### src/rtl/mem_lsu_if.sv
// mem_lsu_if: bundles the pipeline request/response handshake and the RAM
// data-port signals of the MEM-stage load/store unit.
//   slave  modport: the LSU side (drives ready, response and RAM address/data/we)
//   master modport: the pipeline + RAM side (drives requests and the RAM read word)
`ifndef XLEN
`define XLEN 32
`endif

interface mem_lsu_if #(
    parameter int XLEN = `XLEN
);
    logic            req_valid_i;
    logic            req_ready_o;
    logic            req_store_i;
    logic [2:0]      req_funct3_i;
    logic [XLEN-1:0] req_addr_i;
    logic [XLEN-1:0] req_wdata_i;
    logic            rsp_valid_o;
    logic [XLEN-1:0] rsp_rdata_o;
    logic            rsp_err_o;
    logic [XLEN-1:0] ram_addr_o;
    logic [XLEN-1:0] ram_wdata_o;
    logic            mem_we_o;
    logic [XLEN-1:0] ram_rdata_i;

    modport slave (
        input  req_valid_i, req_store_i, req_funct3_i, req_addr_i, req_wdata_i, ram_rdata_i,
        output req_ready_o, rsp_valid_o, rsp_rdata_o, rsp_err_o, ram_addr_o, ram_wdata_o, mem_we_o
    );

    modport master (
        output req_valid_i, req_store_i, req_funct3_i, req_addr_i, req_wdata_i, ram_rdata_i,
        input  req_ready_o, rsp_valid_o, rsp_rdata_o, rsp_err_o, ram_addr_o, ram_wdata_o, mem_we_o
    );
endinterface

### src/rtl/mem_lsu.sv
// mem_lsu: MEM-stage load/store unit in front of the shared RAM data port.
// Converts between RAM word packing (byte offset 0 in bits 31:24) and
// little-endian architectural values. Sub-word stores are done as
// read-modify-write because the RAM only writes whole words.
// Ports:
//   clk_i  - clock, all state on the rising edge
//   rst_i  - synchronous active-high reset
//   bus    - mem_lsu_if.slave: request/response handshake and RAM port
// Optional feature macro: LSU_MISALIGN_TRAP_EN
//   defined   - misaligned halfword/word accesses respond with rsp_err_o
//   undefined - misaligned addresses are truncated to natural alignment
// Lane logic assumes XLEN = 32.
//
// state   | meaning
// --------+-----------------------------------------------
// S_IDLE  | ready for a request
// S_LOAD  | RAM addressed, extract/extend the load result
// S_READ  | RAM addressed, merge store bytes into old word
// S_WRITE | write enable asserted for one cycle
// S_RESP  | rsp_valid_o pulse
`ifndef XLEN
`define XLEN 32
`endif

module mem_lsu #(
    parameter int XLEN        = `XLEN,
    parameter int ADDR_MASK_W = 32
) (
    input  logic       clk_i,
    input  logic       rst_i,
    mem_lsu_if.slave   bus
);
    typedef enum logic [2:0] {S_IDLE, S_LOAD, S_READ, S_WRITE, S_RESP} state_t;

    // Keeps address bits [ADDR_MASK_W-1:2]; everything else forced to zero.
    function automatic logic [XLEN-1:0] word_mask();
        logic [XLEN-1:0] m;
        m = '0;
        for (int i = 2; i < XLEN; i++) m[i] = (i < ADDR_MASK_W);
        return m;
    endfunction

    localparam logic [XLEN-1:0] WORD_MASK = word_mask();

    state_t          r_state;
    logic [2:0]      r_funct3;
    logic [1:0]      r_off;
    logic [15:0]     r_wdata;
    logic            r_rsp_valid;
    logic            r_rsp_err;
    logic [XLEN-1:0] r_rsp_rdata;
    logic [XLEN-1:0] r_ram_addr;
    logic [XLEN-1:0] r_ram_wdata;   // doubles as the RMW merge register
    logic            r_we;

    logic            w_illegal;
    logic            w_err;
    logic [1:0]      w_off;
    logic [7:0]      w_byte;
    logic [15:0]     w_half;
    logic [XLEN-1:0] w_load;
    logic [XLEN-1:0] w_merge;
    logic [XLEN-1:0] w_rd;
    logic [XLEN-1:0] w_wd;

    assign w_rd = bus.ram_rdata_i;
    assign w_wd = bus.req_wdata_i;

    always_comb begin
        if (bus.req_store_i) w_illegal = (bus.req_funct3_i > 3'b010);
        else                 w_illegal = (bus.req_funct3_i == 3'b011) || (bus.req_funct3_i[2:1] == 2'b11);
    end

`ifdef LSU_MISALIGN_TRAP_EN
    logic w_misalign;
    assign w_misalign = ((bus.req_funct3_i[1:0] == 2'b01) && bus.req_addr_i[0]) ||
                        ((bus.req_funct3_i[1:0] == 2'b10) && (bus.req_addr_i[1:0] != 2'b00));
    assign w_err = w_illegal || w_misalign;
    assign w_off = bus.req_addr_i[1:0];
`else
    assign w_err = w_illegal;
    // Misaligned accesses are silently rounded down to natural alignment.
    always_comb begin
        case (bus.req_funct3_i[1:0])
            2'b01:   w_off = {bus.req_addr_i[1], 1'b0};
            2'b10:   w_off = 2'b00;
            default: w_off = bus.req_addr_i[1:0];
        endcase
    end
`endif

    always_comb begin
        case (r_off)
            2'd0:    w_byte = w_rd[31:24];
            2'd1:    w_byte = w_rd[23:16];
            2'd2:    w_byte = w_rd[15:8];
            default: w_byte = w_rd[7:0];
        endcase
        w_half = r_off[1] ? {w_rd[7:0], w_rd[15:8]} : {w_rd[23:16], w_rd[31:24]};
        case (r_funct3)
            3'b000:  w_load = {{(XLEN-8){w_byte[7]}}, w_byte};
            3'b001:  w_load = {{(XLEN-16){w_half[15]}}, w_half};
            3'b010:  w_load = {w_rd[7:0], w_rd[15:8], w_rd[23:16], w_rd[31:24]};
            3'b100:  w_load = {{(XLEN-8){1'b0}}, w_byte};
            3'b101:  w_load = {{(XLEN-16){1'b0}}, w_half};
            default: w_load = '0;
        endcase
    end

    always_comb begin
        w_merge = w_rd;
        if (r_funct3[1:0] == 2'b00) begin
            case (r_off)
                2'd0:    w_merge[31:24] = r_wdata[7:0];
                2'd1:    w_merge[23:16] = r_wdata[7:0];
                2'd2:    w_merge[15:8]  = r_wdata[7:0];
                default: w_merge[7:0]   = r_wdata[7:0];
            endcase
        end else if (r_off[1]) begin
            w_merge[15:0]  = {r_wdata[7:0], r_wdata[15:8]};
        end else begin
            w_merge[31:16] = {r_wdata[7:0], r_wdata[15:8]};
        end
    end

    always_ff @(posedge clk_i) begin
        if (rst_i) begin
            r_state     <= S_IDLE;
            r_funct3    <= '0;
            r_off       <= '0;
            r_wdata     <= '0;
            r_rsp_valid <= 1'b0;
            r_rsp_err   <= 1'b0;
            r_rsp_rdata <= '0;
            r_ram_addr  <= '0;
            r_ram_wdata <= '0;
            r_we        <= 1'b0;
        end else begin
            case (r_state)
                S_IDLE: begin
                    if (bus.req_valid_i) begin
                        r_funct3    <= bus.req_funct3_i;
                        r_off       <= w_off;
                        r_wdata     <= w_wd[15:0];
                        r_rsp_err   <= w_err;
                        r_rsp_rdata <= '0;
                        if (w_err) begin
                            r_rsp_valid <= 1'b1;
                            r_state     <= S_RESP;
                        end else begin
                            r_ram_addr <= bus.req_addr_i & WORD_MASK;
                            if (!bus.req_store_i) begin
                                r_state <= S_LOAD;
                            end else if (bus.req_funct3_i[1:0] == 2'b10) begin
                                r_ram_wdata <= {w_wd[7:0], w_wd[15:8], w_wd[23:16], w_wd[31:24]};
                                r_we        <= 1'b1;
                                r_state     <= S_WRITE;
                            end else begin
                                r_state <= S_READ;
                            end
                        end
                    end
                end
                S_LOAD: begin
                    r_rsp_rdata <= w_load;
                    r_rsp_valid <= 1'b1;
                    r_state     <= S_RESP;
                end
                S_READ: begin
                    r_ram_wdata <= w_merge;
                    r_we        <= 1'b1;
                    r_state     <= S_WRITE;
                end
                S_WRITE: begin
                    r_we        <= 1'b0;
                    r_rsp_valid <= 1'b1;
                    r_state     <= S_RESP;
                end
                default: begin
                    r_rsp_valid <= 1'b0;
                    r_rsp_err   <= 1'b0;
                    r_state     <= S_IDLE;
                end
            endcase
        end
    end

    assign bus.req_ready_o = (r_state == S_IDLE);
    assign bus.rsp_valid_o = r_rsp_valid;
    assign bus.rsp_err_o   = r_rsp_err;
    assign bus.rsp_rdata_o = r_rsp_rdata;
    assign bus.ram_addr_o  = r_ram_addr;
    assign bus.ram_wdata_o = r_ram_wdata;
    // Combinational gate so a reset cycle can never write the RAM.
    assign bus.mem_we_o    = r_we && !rst_i;
endmodule

### src/flat_wrapper.sv
// flat-port wrapper written by rule: the top's interface ports become plain ports
module mem_lsu_flat 
#(
    parameter int XLEN        = `XLEN,
    parameter int ADDR_MASK_W = 32
)
  (clk_i, rst_i, bus_req_valid_i, bus_req_store_i, bus_req_funct3_i, bus_req_addr_i, bus_req_wdata_i, bus_ram_rdata_i, bus_req_ready_o, bus_rsp_valid_o, bus_rsp_rdata_o, bus_rsp_err_o, bus_ram_addr_o, bus_ram_wdata_o, bus_mem_we_o);
  mem_lsu_if #(.XLEN(XLEN)) bus_i ();
  input  logic clk_i;
  input  logic rst_i;
  input wire logic [$bits(bus_i.req_valid_i)-1:0] bus_req_valid_i;
  input wire logic [$bits(bus_i.req_store_i)-1:0] bus_req_store_i;
  input wire logic [$bits(bus_i.req_funct3_i)-1:0] bus_req_funct3_i;
  input wire logic [$bits(bus_i.req_addr_i)-1:0] bus_req_addr_i;
  input wire logic [$bits(bus_i.req_wdata_i)-1:0] bus_req_wdata_i;
  input wire logic [$bits(bus_i.ram_rdata_i)-1:0] bus_ram_rdata_i;
  output wire logic [$bits(bus_i.req_ready_o)-1:0] bus_req_ready_o;
  output wire logic [$bits(bus_i.rsp_valid_o)-1:0] bus_rsp_valid_o;
  output wire logic [$bits(bus_i.rsp_rdata_o)-1:0] bus_rsp_rdata_o;
  output wire logic [$bits(bus_i.rsp_err_o)-1:0] bus_rsp_err_o;
  output wire logic [$bits(bus_i.ram_addr_o)-1:0] bus_ram_addr_o;
  output wire logic [$bits(bus_i.ram_wdata_o)-1:0] bus_ram_wdata_o;
  output wire logic [$bits(bus_i.mem_we_o)-1:0] bus_mem_we_o;
  assign bus_i.req_valid_i = bus_req_valid_i;
  assign bus_i.req_store_i = bus_req_store_i;
  assign bus_i.req_funct3_i = bus_req_funct3_i;
  assign bus_i.req_addr_i = bus_req_addr_i;
  assign bus_i.req_wdata_i = bus_req_wdata_i;
  assign bus_i.ram_rdata_i = bus_ram_rdata_i;
  assign bus_req_ready_o = bus_i.req_ready_o;
  assign bus_rsp_valid_o = bus_i.rsp_valid_o;
  assign bus_rsp_rdata_o = bus_i.rsp_rdata_o;
  assign bus_rsp_err_o = bus_i.rsp_err_o;
  assign bus_ram_addr_o = bus_i.ram_addr_o;
  assign bus_ram_wdata_o = bus_i.ram_wdata_o;
  assign bus_mem_we_o = bus_i.mem_we_o;
  mem_lsu #(.XLEN(XLEN), .ADDR_MASK_W(ADDR_MASK_W)) u_core (.clk_i(clk_i), .rst_i(rst_i), .bus(bus_i));
endmodule
### config.mk
export PLATFORM = sky130hd
export DESIGN_NAME = mem_lsu_flat
export DESIGN_NICKNAME = d
export VERILOG_FILES = /design/src/rtl/mem_lsu_if.sv /design/src/rtl/mem_lsu.sv /design/src/flat_wrapper.sv
export SDC_FILE = /design/constraint.sdc
export NUM_CORES = 1
export LEC_CHECK = 0
export BUFFER_PORTS_ARGS = -buffer_cell sky130_fd_sc_hd__buf_2
export CAP_MARGIN = 20
export CELL_PAD_IN_SITES_DETAIL_PLACEMENT = 0
export CELL_PAD_IN_SITES_GLOBAL_PLACEMENT = 1
export CORE_ASPECT_RATIO = 1.1
export CORE_MARGIN = 2
export CORE_UTILIZATION = 36
export CTS_CLUSTER_SIZE = 10
export DETAILED_ROUTE_END_ITERATION = 8
export GPL_TIMING_DRIVEN = 0
export PLACE_DENSITY = 0.9
export SLEW_MARGIN = 20
export SYNTH_ARGS = -nofsm -noshare
export SYNTH_HDL_FRONTEND = slang
export SYNTH_SLANG_ARGS = --single-unit
export TNS_END_PERCENT = 5
### constraint.sdc
create_clock -name clk_i -period 2.2 [get_ports clk_i]
set_input_delay 0.44 -clock clk_i [delete_from_list [all_inputs] [get_ports clk_i]]
set_output_delay 0.44 -clock clk_i [all_outputs]
set_load 0.01 [all_outputs]
==> results of run 1 <==
==> flip-flops by register name, summed over array words and instances (netlist names) <==
name,count
u_core.bus.ram_addr_o,30
u_core.r_funct3,3
u_core.r_we,1
u_core.bus.rsp_valid_o,1
u_core.r_state,3
u_core.bus.rsp_err_o,1
u_core.r_off,2
u_core.bus.rsp_rdata_o,32
u_core.r_wdata,16
u_core.bus.ram_wdata_o,32
==> logic make-up after synthesis <==
logic type	synth area share, %
buffers and inverters	5.18
AO/OA/AOI/OAI	27.3
AND/OR/NAND/NOR	15.6
adder cells (fa/ha/maj)	0.676
multiplexers	7.61
other	0.0675
flip-flops	43.6
==> per-layer routing <==
| metal | track usage (%) | vias to the layer above | part of all wire, % |
|---|---|---|---|
| li1 | - | 2783 | - |
| met5 | 0 | - | 0 |
| met4 | 12.6 | 0 | 4.0 |
| met2 | 37.8 | 295 | 46 |
| met3 | 7.53 | 50 | 8.6 |
| met1 | 28.6 | 2716 | 41 |
==> cells in the final DEF, fill, tap and decap left out, types with 9 or more instances in the layout <==
cell | synthesis | layout
buf_2 | 14 | 214
dfxtp_1 | 121 | 121
nand2_1 | 80 | 80
o21ai_0 | 68 | 68
nor2_1 | 39 | 39
a221oi_1 | 39 | 39
clkbuf_1 | 34 | 36
o2bb2ai_1 | 32 | 32
mux2i_1 | 31 | 31
a21oi_1 | 24 | 24
a22oi_1 | 19 | 19
clkbuf_16 | 0 | 17
nor2b_1 | 12 | 12
a211oi_1 | 10 | 10
nor3b_1 | 10 | 9
==> tightest hold or removal path, stage by stage <==
cell,delay (ns)
buf_2,0.07
mux2i_1,0.05
nor2_1,0.07
==> area by class of cell <==
class / instances / share of cell area [%]
multi-input cells: 442 / 38.2
inverters: 5 / 0.250
clock buffers: 24 / 6.68
well taps: 196 / 3.26
plain buffers: 59 / 3.60
flip-flops and latches: 121 / 32.2
repair buffers: 200 / 13.3
clock inverters: 7 / 2.46
==> how the worst max path moves through the flow <==
stage | depth (start not counted) | from | to
floorplan | 6 | bus_req_funct3_i[0] | u_core.bus.ram_addr_o[10]
CTS | 6 | u_core.r_funct3[0] | u_core.bus.ram_wdata_o[9]
global route | 4 | u_core.r_funct3[2] | u_core.bus.rsp_rdata_o[23]
finish | 6 | u_core.r_state[0] | u_core.bus.ram_wdata_o[10]
detailed placement | 8 | bus_req_funct3_i[0] | u_core.bus.ram_wdata_o[24]
global placement | 8 | bus_req_funct3_i[0] | u_core.bus.ram_wdata_o[29]
==> power by group through the flow <==
| stage | sequential, mW | combinational (mW) | clock (mW) |
|---|---|---|---|
| floorplan | 2.45 | 0.519 | 0 |
| global placement | 2.43 | 0.930 | 0 |
| detailed placement | 2.43 | 0.940 | 0 |
| CTS | 2.39 | 0.945 | 3.28 |
| global route | 2.40 | 1.05 | 3.39 |
| finish | 2.39 | 0.954 | 3.26 |
==> results.yml, run 1 <==
outcome:
  outcome: "completed"
yosys:
  yosys-top-cells-area: "dfxtp_1 44%, a221oi_1 6.1%, o21ai_0 6.1%"
  syn_inst: 626
  synth_top_area_share_pct: 43.6
  syn_area_sq_mm: 0.00556
  synth_edf_count: 0
  synth_top_area_cell: "dfxtp_1"
  synthFlopType: "dfxtp_1"
  async_flop_share_pct: 0
  ys_types: 50
  synth.most_common_cell: "dfxtp_1"
  synthTopCellsByCount: "121 x dfxtp_1, 80 x nand2_1, 68 x o21ai_0"
  synth.ff_latch_count: 121
  seq_area_frac_synth_pct: 43.6
  avgSynthCellArea_sq_um: 8.88
  yosysWarnings: 0
worst_setup_path:
  rrSetupSlack_ns: 0.05
  r2r_cells: 6
  worstSetupStartpointType: "flop"
  cp_slowest_stage_delay_ns: 0.58
  r2r_end: "u_core.bus.ram_wdata_o[10]"
  cp_top_family: "compound AO/OA/AOI/OAI gates"
  rr_startpoint: "u_core.r_state[0]"
  cp_num_buf_inv: 3
  arrival_ns: 2.44
  worstSetupPathType: "reg2reg"
  cpMostUsedCell: "buf_6"
  required_ns: 2.49
  cp_cell_sequence: "buf_6 > or3b_4 > buf_6 > clkbuf_1 > o31ai_1 > o2bb2ai_1"
  worstPathMaxFanout: 10
  slowest_stage: "o31ai_1"
  critPathCaptureType: "flop"
cts:
  tritoncts: "built"
  cts_made_buffers: 17
  cts_resized: 0
  cts_sinks: 121
  cts_max_level: 4
  root_buffer: "clkbuf_16"
  clk_pin_slew_ns: 0.05
  holdBufCountCts: 0
  clk_latency_ns: 0.42
  cts_buffer_depth: 2
  post_cts_buffers: 0
floorplanning:
  die_h_um: 134
  initial_core_util_pct: 36.9
  fp.dieArea_sq_mm: 0.0164
  std_cell_rows: 47
  core_sq_mm: 0.0151
  die_w_um: 122
  ios: 203
placed_design:
  dp_slack_ns: 0.0224
  dp.cells: 1023
  hpwl_mm: 15.0
  io_buffers: 200
  dpl_cell_area_sq_mm: 0.00681
  place_congestion: 0.976
layout:
  diodes: 0
  final_nets: 952
  utilization_pct: 49.9
  drive_above_1_share_pct: 31.7
  fillers: 1532
  final_cells: 1054
  multiInputGateArea_sq_mm: 0.00287
  regArea_sq_mm: 0.00242
  area_growth_syn_to_layout_pct: 35.3
  fin_area_sq_mm: 0.00752
worst_hold_path:
  min_to: "u_core.bus.ram_addr_o[12]"
  min_path_type: "in2reg"
  hold_depth: 3
  min_from: "bus_req_addr_i[12]"
power_and_ir_drop:
  switchingPower_mw: 1.66
  p_total_mw: 6.60
  ir_drop_mv: 0.507
  power.density_mw_per_mm2: 879
  internal_power_mw: 4.94
  power_frac_clock_pct: 49.4
  pwr-share-seq_pct: 36.2
  swShare_pct: 25.1
  leakagePower_nw: 3.31
  comb_power_share_pct: 14.4
timing:
  finalWorstSetupSlack_ns: 0.0479
  setup_tns_ns: 0
  tightest_slew_ns: 0.805
  rsz0062_at_grt: "true"
  finalSetupViolations: 0
  skew_ns: 0.00712
  hold_ws_ns: 0.250
  finalCriticalPeriod_ns: 2.15
  max_freq_mhz: 465
  final.period_utilization_pct: 97.8
  hold_viol: 0
  report.final.slew_viol_count: 0
  maxSlewHeadroom_pct: 45.9
global_route:
  first_global_vias: 5671
  grt_antenna_before_repair: 1
  grt.overflow.total: 0
  gr-usage-all-layers_pct: 23.8
  grt_first_pass_wirelength_mm: 29.9
  grt_max_degree: 17
run:
  maxCapViolCount: 0
route:
  wl_per_cell_um: 18.5
  drt_pre_antenna_iters: 5
  num_vias: 5844
  drcViolationCount: 0
  drt-total-wl_mm: 19.5
  via_per_inst: 5.54
  drtAntennaViolNets: 0
  first_iter_violations: 381
Power figures use the tool's default switching activity.
==> run 2: changes to the inputs <==
--- a/config.mk
+++ b/config.mk
@@ -16,6 +16,7 @@
 export DETAILED_ROUTE_END_ITERATION = 8
 export GPL_TIMING_DRIVEN = 0
 export PLACE_DENSITY = 0.9
+export RECOVER_POWER = 100
 export SLEW_MARGIN = 20
 export SYNTH_ARGS = -nofsm -noshare
 export SYNTH_HDL_FRONTEND = slang
==> run 2 against run 1 <==
  * Via count unchanged
  * Sequential power hardly changed
  * Wire length about the same
  * Critical endpoint unchanged
==> results.yml, run 2 (same netlist as run 1, synthesis figures left out) <==
cts:
  cts_made_buffers: 17
  tritoncts: "built"
  clk_pin_slew_ns: 0.05
  root_buffer: "clkbuf_16"
  post_cts_buffers: 0
  cts_buffer_depth: 2
  clk_latency_ns: 0.42
  holdBufCountCts: 0
  cts_max_level: 4
  cts_sinks: 121
worst_setup_path:
  worstSetupStartpointType: "flop"
  arrival_ns: 2.44
  rrSetupSlack_ns: 0.05
  worstPathMaxFanout: 10
  rr_startpoint: "u_core.r_state[0]"
  r2r_end: "u_core.bus.ram_wdata_o[10]"
  required_ns: 2.49
  r2r_cells: 6
  critPathCaptureType: "flop"
  worstSetupPathType: "reg2reg"
timing:
  hold_viol: 0
  skew_ns: 0.00696
  setup_tns_ns: 0
  max_freq_mhz: 466
  final.period_utilization_pct: 97.6
  tightest_slew_ns: 0.825
  maxSlewHeadroom_pct: 44.6
  finalSetupViolations: 0
  rsz0062_at_grt: "true"
  report.final.slew_viol_count: 0
  finalCriticalPeriod_ns: 2.15
global_route:
  grt_antenna_before_repair: 1
  grt_max_degree: 17
  first_global_vias: 5671
  gr-usage-all-layers_pct: 23.8
  grt.overflow.total: 0
  grt_first_pass_wirelength_mm: 29.9
layout:
  final_cells: 1054
  diodes: 0
  fin_area_sq_mm: 0.00739
  drive_above_1_share_pct: 19.7
  final_nets: 952
  mostFrequentLayoutCell: "clkbuf_1"
  area_growth_syn_to_layout_pct: 33.0
  layout_common_cells: "136 x clkbuf_1, 121 x dfxtp_1, 111 x buf_2, 80 x nand2_1, 68 x o21ai_0"
  utilization_pct: 49.1
route:
  drcViolationCount: 0
  wl_per_cell_um: 18.5
  drtAntennaViolNets: 0
  first_iter_violations: 373
  drt_pre_antenna_iters: 5
  via_per_inst: 5.54
  drt-total-wl_mm: 19.5
  num_vias: 5844
worst_hold_path:
  min_from: "bus_req_addr_i[3]"
  hold_depth: 3
  min_to: "u_core.bus.ram_addr_o[3]"
  min_path_type: "in2reg"
placed_design:
  place_congestion: 0.976
  hpwl_mm: 15.0
  dpl_cell_area_sq_mm: 0.00681
  io_buffers: 200
  dp.cells: 1023
run:
  maxCapViolCount: 0
floorplanning:
  core_sq_mm: 0.0151
  fp.dieArea_sq_mm: 0.0164
  die_h_um: 134
  std_cell_rows: 47
  initial_core_util_pct: 36.9
  die_w_um: 122
  ios: 203
power_and_ir_drop:
  leakagePower_nw: 2.90
  ir_drop_mv: 0.527
  power.density_mw_per_mm2: 890
outcome:
  outcome: "completed"
[run 2: cell types whose count changed in the layout (fill, tap and decap cells not counted), sizes merged]
| cell | delta |
|---|---|
| clkbuf | +103 |
| buf | -103 |
[run 2: worst max-delay path, cell delays in order, from the launching register on]
cell	delay, ns
dfxtp_1	0.33
buf_6	0.15
or3b_4	0.42
buf_6	0.15
clkbuf_1	0.24
o31ai_1	0.57
o2bb2ai_1	0.14
[run 2: worst max-delay path by stage]
| stage | cells after the start | to | startpoint |
|---|---|---|---|
| after floorplan | 6 | u_core.bus.ram_addr_o[10] | bus_req_funct3_i[0] |
| after global placement | 8 | u_core.bus.ram_wdata_o[29] | bus_req_funct3_i[0] |
| after detailed placement | 8 | u_core.bus.ram_wdata_o[24] | bus_req_funct3_i[0] |
| after CTS | 6 | u_core.bus.ram_wdata_o[9] | u_core.r_funct3[0] |
| after global routing | 4 | u_core.bus.rsp_rdata_o[23] | u_core.r_funct3[2] |
| final | 6 | u_core.bus.ram_wdata_o[10] | u_core.r_state[0] |
[run 2: power by group]
part	internal (mW)	switching, mW
sequential	2.31	0.0787
clock	2.27	0.988
combinational	0.341	0.591
[run 2: through the flow]
| stage | setup WS (ns) | hold slack, ns | total power [mW] |
|---|---|---|---|
| 2_1_floorplan | 0.435 | 0.433 | 2.97 |
| 3_3_place_gp | 0.0359 | 0.431 | 3.36 |
| 3_5_place_dp | 0.0224 | 0.439 | 3.37 |
| 4_1_cts | 0.0504 | 0.240 | 6.61 |
| 5_1_grt | 0.00570 | 0.247 | 6.81 |
| 6_report | 0.0536 | 0.251 | 6.58 |
[run 2: area by class of cell]
| cell class | instances | area [sq um] |
|---|---|---|
| sequential | 121 | 2420 |
| tap | 196 | 245 |
| clock buffer | 24 | 502 |
| buffer | 59 | 270 |
| inverter | 5 | 18.8 |
| clock inverter | 7 | 185 |
| timing repair buffer | 200 | 876 |
| multi-input combinational | 442 | 2870 |
| fill | 1591 | 7660 |
[run 2: metal layers]
metal / vias to the layer above / share of wire [%] / global-route usage (%) / routed length (um)
li1: 2784 / - / - / -
met1: 2727 / 41 / 28.6 / 8050
met2: 289 / 47 / 37.8 / 9110
met3: 44 / 8.4 / 7.53 / 1640
met4: 0 / 3.7 / 12.6 / 731
met5: - / 0 / 0 / 0
[run 2: repair_timing]
item,CTS,global route
endpoints found under the setup margin,0,7
endpoints found under the hold margin,0,0
resized for setup,0,5
==> run 3: changes to the inputs <==
==> constraint.sdc (replaced) <==
create_clock -name clk_i -period 2.2 [get_ports clk_i]
set_input_delay 0.11 -clock clk_i [delete_from_list [all_inputs] [get_ports clk_i]]
set_output_delay 0.11 -clock clk_i [all_outputs]
set_load 0.01 [all_outputs]
==> run 3 against run 2 <==
  * Clock power about the same
  * Non-clock buffer count increased by 65
  * Sequential power about the same
  * Design area increased by 8.8%
  * Clock skew decreased by 0.00064 ns
  * Fmax increased by 0.58%
  * Via count increased by 5.0%
  * Register-to-register slack about the same
  * Sequential share of layout area decreased by 2.7 points
  * Sequential cell count unchanged
  * Total power increased by 1.6%
  * Wire length increased by 7.0%
  * Largest power group unchanged
==> results.yml, run 3 (same netlist as run 1, synthesis figures left out) <==
worst_setup_path:
  worstSetupPathType: "reg2reg"
  arrival_ns: 2.42
  required_ns: 2.49
  critPathCaptureType: "flop"
  worstPathMaxFanout: 10
  worstSetupStartpointType: "flop"
layout:
  drive_above_1_share_pct: 18.5
  mostFrequentLayoutCell: "clkbuf_1"
  diodes: 0
  utilization_pct: 53.4
  area_growth_syn_to_layout_pct: 44.8
  layout_common_cells: "134 x clkbuf_1, 121 x dfxtp_1, 116 x buf_2, 80 x nand2_1, 68 x o21ai_0"
  final_nets: 1017
timing:
  maxSlewHeadroom_pct: 44.3
  setup_tns_ns: 0
  finalWorstSetupSlack_ns: 0.0660
  report.final.slew_viol_count: 0
  final.period_utilization_pct: 97.0
  max_freq_mhz: 469
  finalSetupViolations: 0
  finalCriticalPeriod_ns: 2.13
  tightest_slew_ns: 0.830
  skew_ns: 0.00632
  rsz0062_at_grt: "true"
  hold_viol: 0
route:
  wl_per_cell_um: 18.7
  drt-total-wl_mm: 20.9
  first_iter_violations: 366
  drtAntennaViolNets: 0
  drcViolationCount: 0
  num_vias: 6136
  via_per_inst: 5.48
  drt_pre_antenna_iters: 5
floorplanning:
  core_sq_mm: 0.0151
  die_h_um: 134
  initial_core_util_pct: 36.9
  ios: 203
  die_w_um: 122
  std_cell_rows: 47
  fp.dieArea_sq_mm: 0.0164
cts:
  cts_made_buffers: 17
  tritoncts: "built"
  cts_buffer_depth: 2
  cts_sinks: 121
  root_buffer: "clkbuf_16"
  cts_max_level: 4
  post_cts_buffers: 0
  clk_pin_slew_ns: 0.06
  clk_latency_ns: 0.42
power_and_ir_drop:
  power.density_mw_per_mm2: 831
  p_total_mw: 6.68
  ir_drop_mv: 0.500
  leakagePower_nw: 3.17
global_route:
  gr-usage-all-layers_pct: 25.6
  grt_max_degree: 17
  grt_antenna_before_repair: 0
  first_global_vias: 6105
  grt_first_pass_wirelength_mm: 32.2
  grt.overflow.total: 0
placed_design:
  dp_slack_ns: 0.0733
  place_congestion: 0.976
  io_buffers: 200
  hpwl_mm: 15.0
outcome:
  outcome: "completed"
worst_hold_path:
  min_path_type: "in2reg"
run:
  maxCapViolCount: 0
-- run 3: cell count changes in the layout (fill, tap and decap cells not counted), sizes merged --
cell / delta
buf: +5
clkbuf: -5
dlygate4sd3: +65
-- run 3: where the power goes --
part           total, mW  leakage, nW  switching, mW  internal, mW
Clock               3.26        0.337          0.990          2.27
Sequential          2.39        0.984         0.0814          2.31
Combinational       1.03         1.85          0.614         0.417
-- run 3: layout make-up --
class	instances	area [sq um]
Clock buffer	24	502
Multi-Input combinational cell	442	2870
Inverter	5	18.8
Clock inverter	7	185
Buffer	59	270
Timing Repair Buffer	265	1530
Sequential cell	121	2420
Fill cell	1481	7010
Tap cell	196	245
-- run 3: per-layer routing --
| metal | track usage, % | wire (um) | vias to the layer above |
|---|---|---|---|
| li1 | - | - | 2909 |
| met1 | 29.4 | 8500 | 2901 |
| met2 | 42.9 | 10100 | 275 |
| met3 | 7.44 | 1490 | 51 |
| met4 | 12.9 | 823 | 0 |
| met5 | 0 | 0 | - |
-- run 3: worst max-delay path, cell delays in order, from the launching register on --
cell and delay (ns):
dfxtp_1 0.33, buf_6 0.15, or3b_4 0.42, buf_6 0.16
clkbuf_1 0.23, o31ai_1 0.57, o2bb2ai_1 0.14
-- run 3: timing repair --
action,CTS,global route
resized for setup,0,5
endpoints found under the hold margin,66,0
endpoints found under the setup margin,0,7
hold buffers,65,0
-- run 3: per-stage QoR --
stage,instances,cell area [sq um],hold slack [ns]
3_3_place_gp,1023,6810,0.338
2_1_floorplan,627,5560,0.246
5_1_grt,1119,8040,0.0147
6_report,1119,8040,0.0109
3_5_place_dp,1023,6810,0.351
4_1_cts,1119,8140,0.000968
-- run 3: final timing paths --
kind | start | endpoint | slack [ns] | depth (start not counted)
worst max-delay path | u_core.r_state[0] | u_core.bus.ram_wdata_o[10] | 0.07 | 6
worst min-delay path | bus_req_wdata_i[20] | u_core.bus.ram_wdata_o[12] | 0.01 | 3
worst max register to register | u_core.r_state[0] | u_core.bus.ram_wdata_o[10] | 0.07 | 6
worst min register to register | u_core.bus.rsp_rdata_o[10] | u_core.bus.rsp_rdata_o[10] | 0.45 | 2
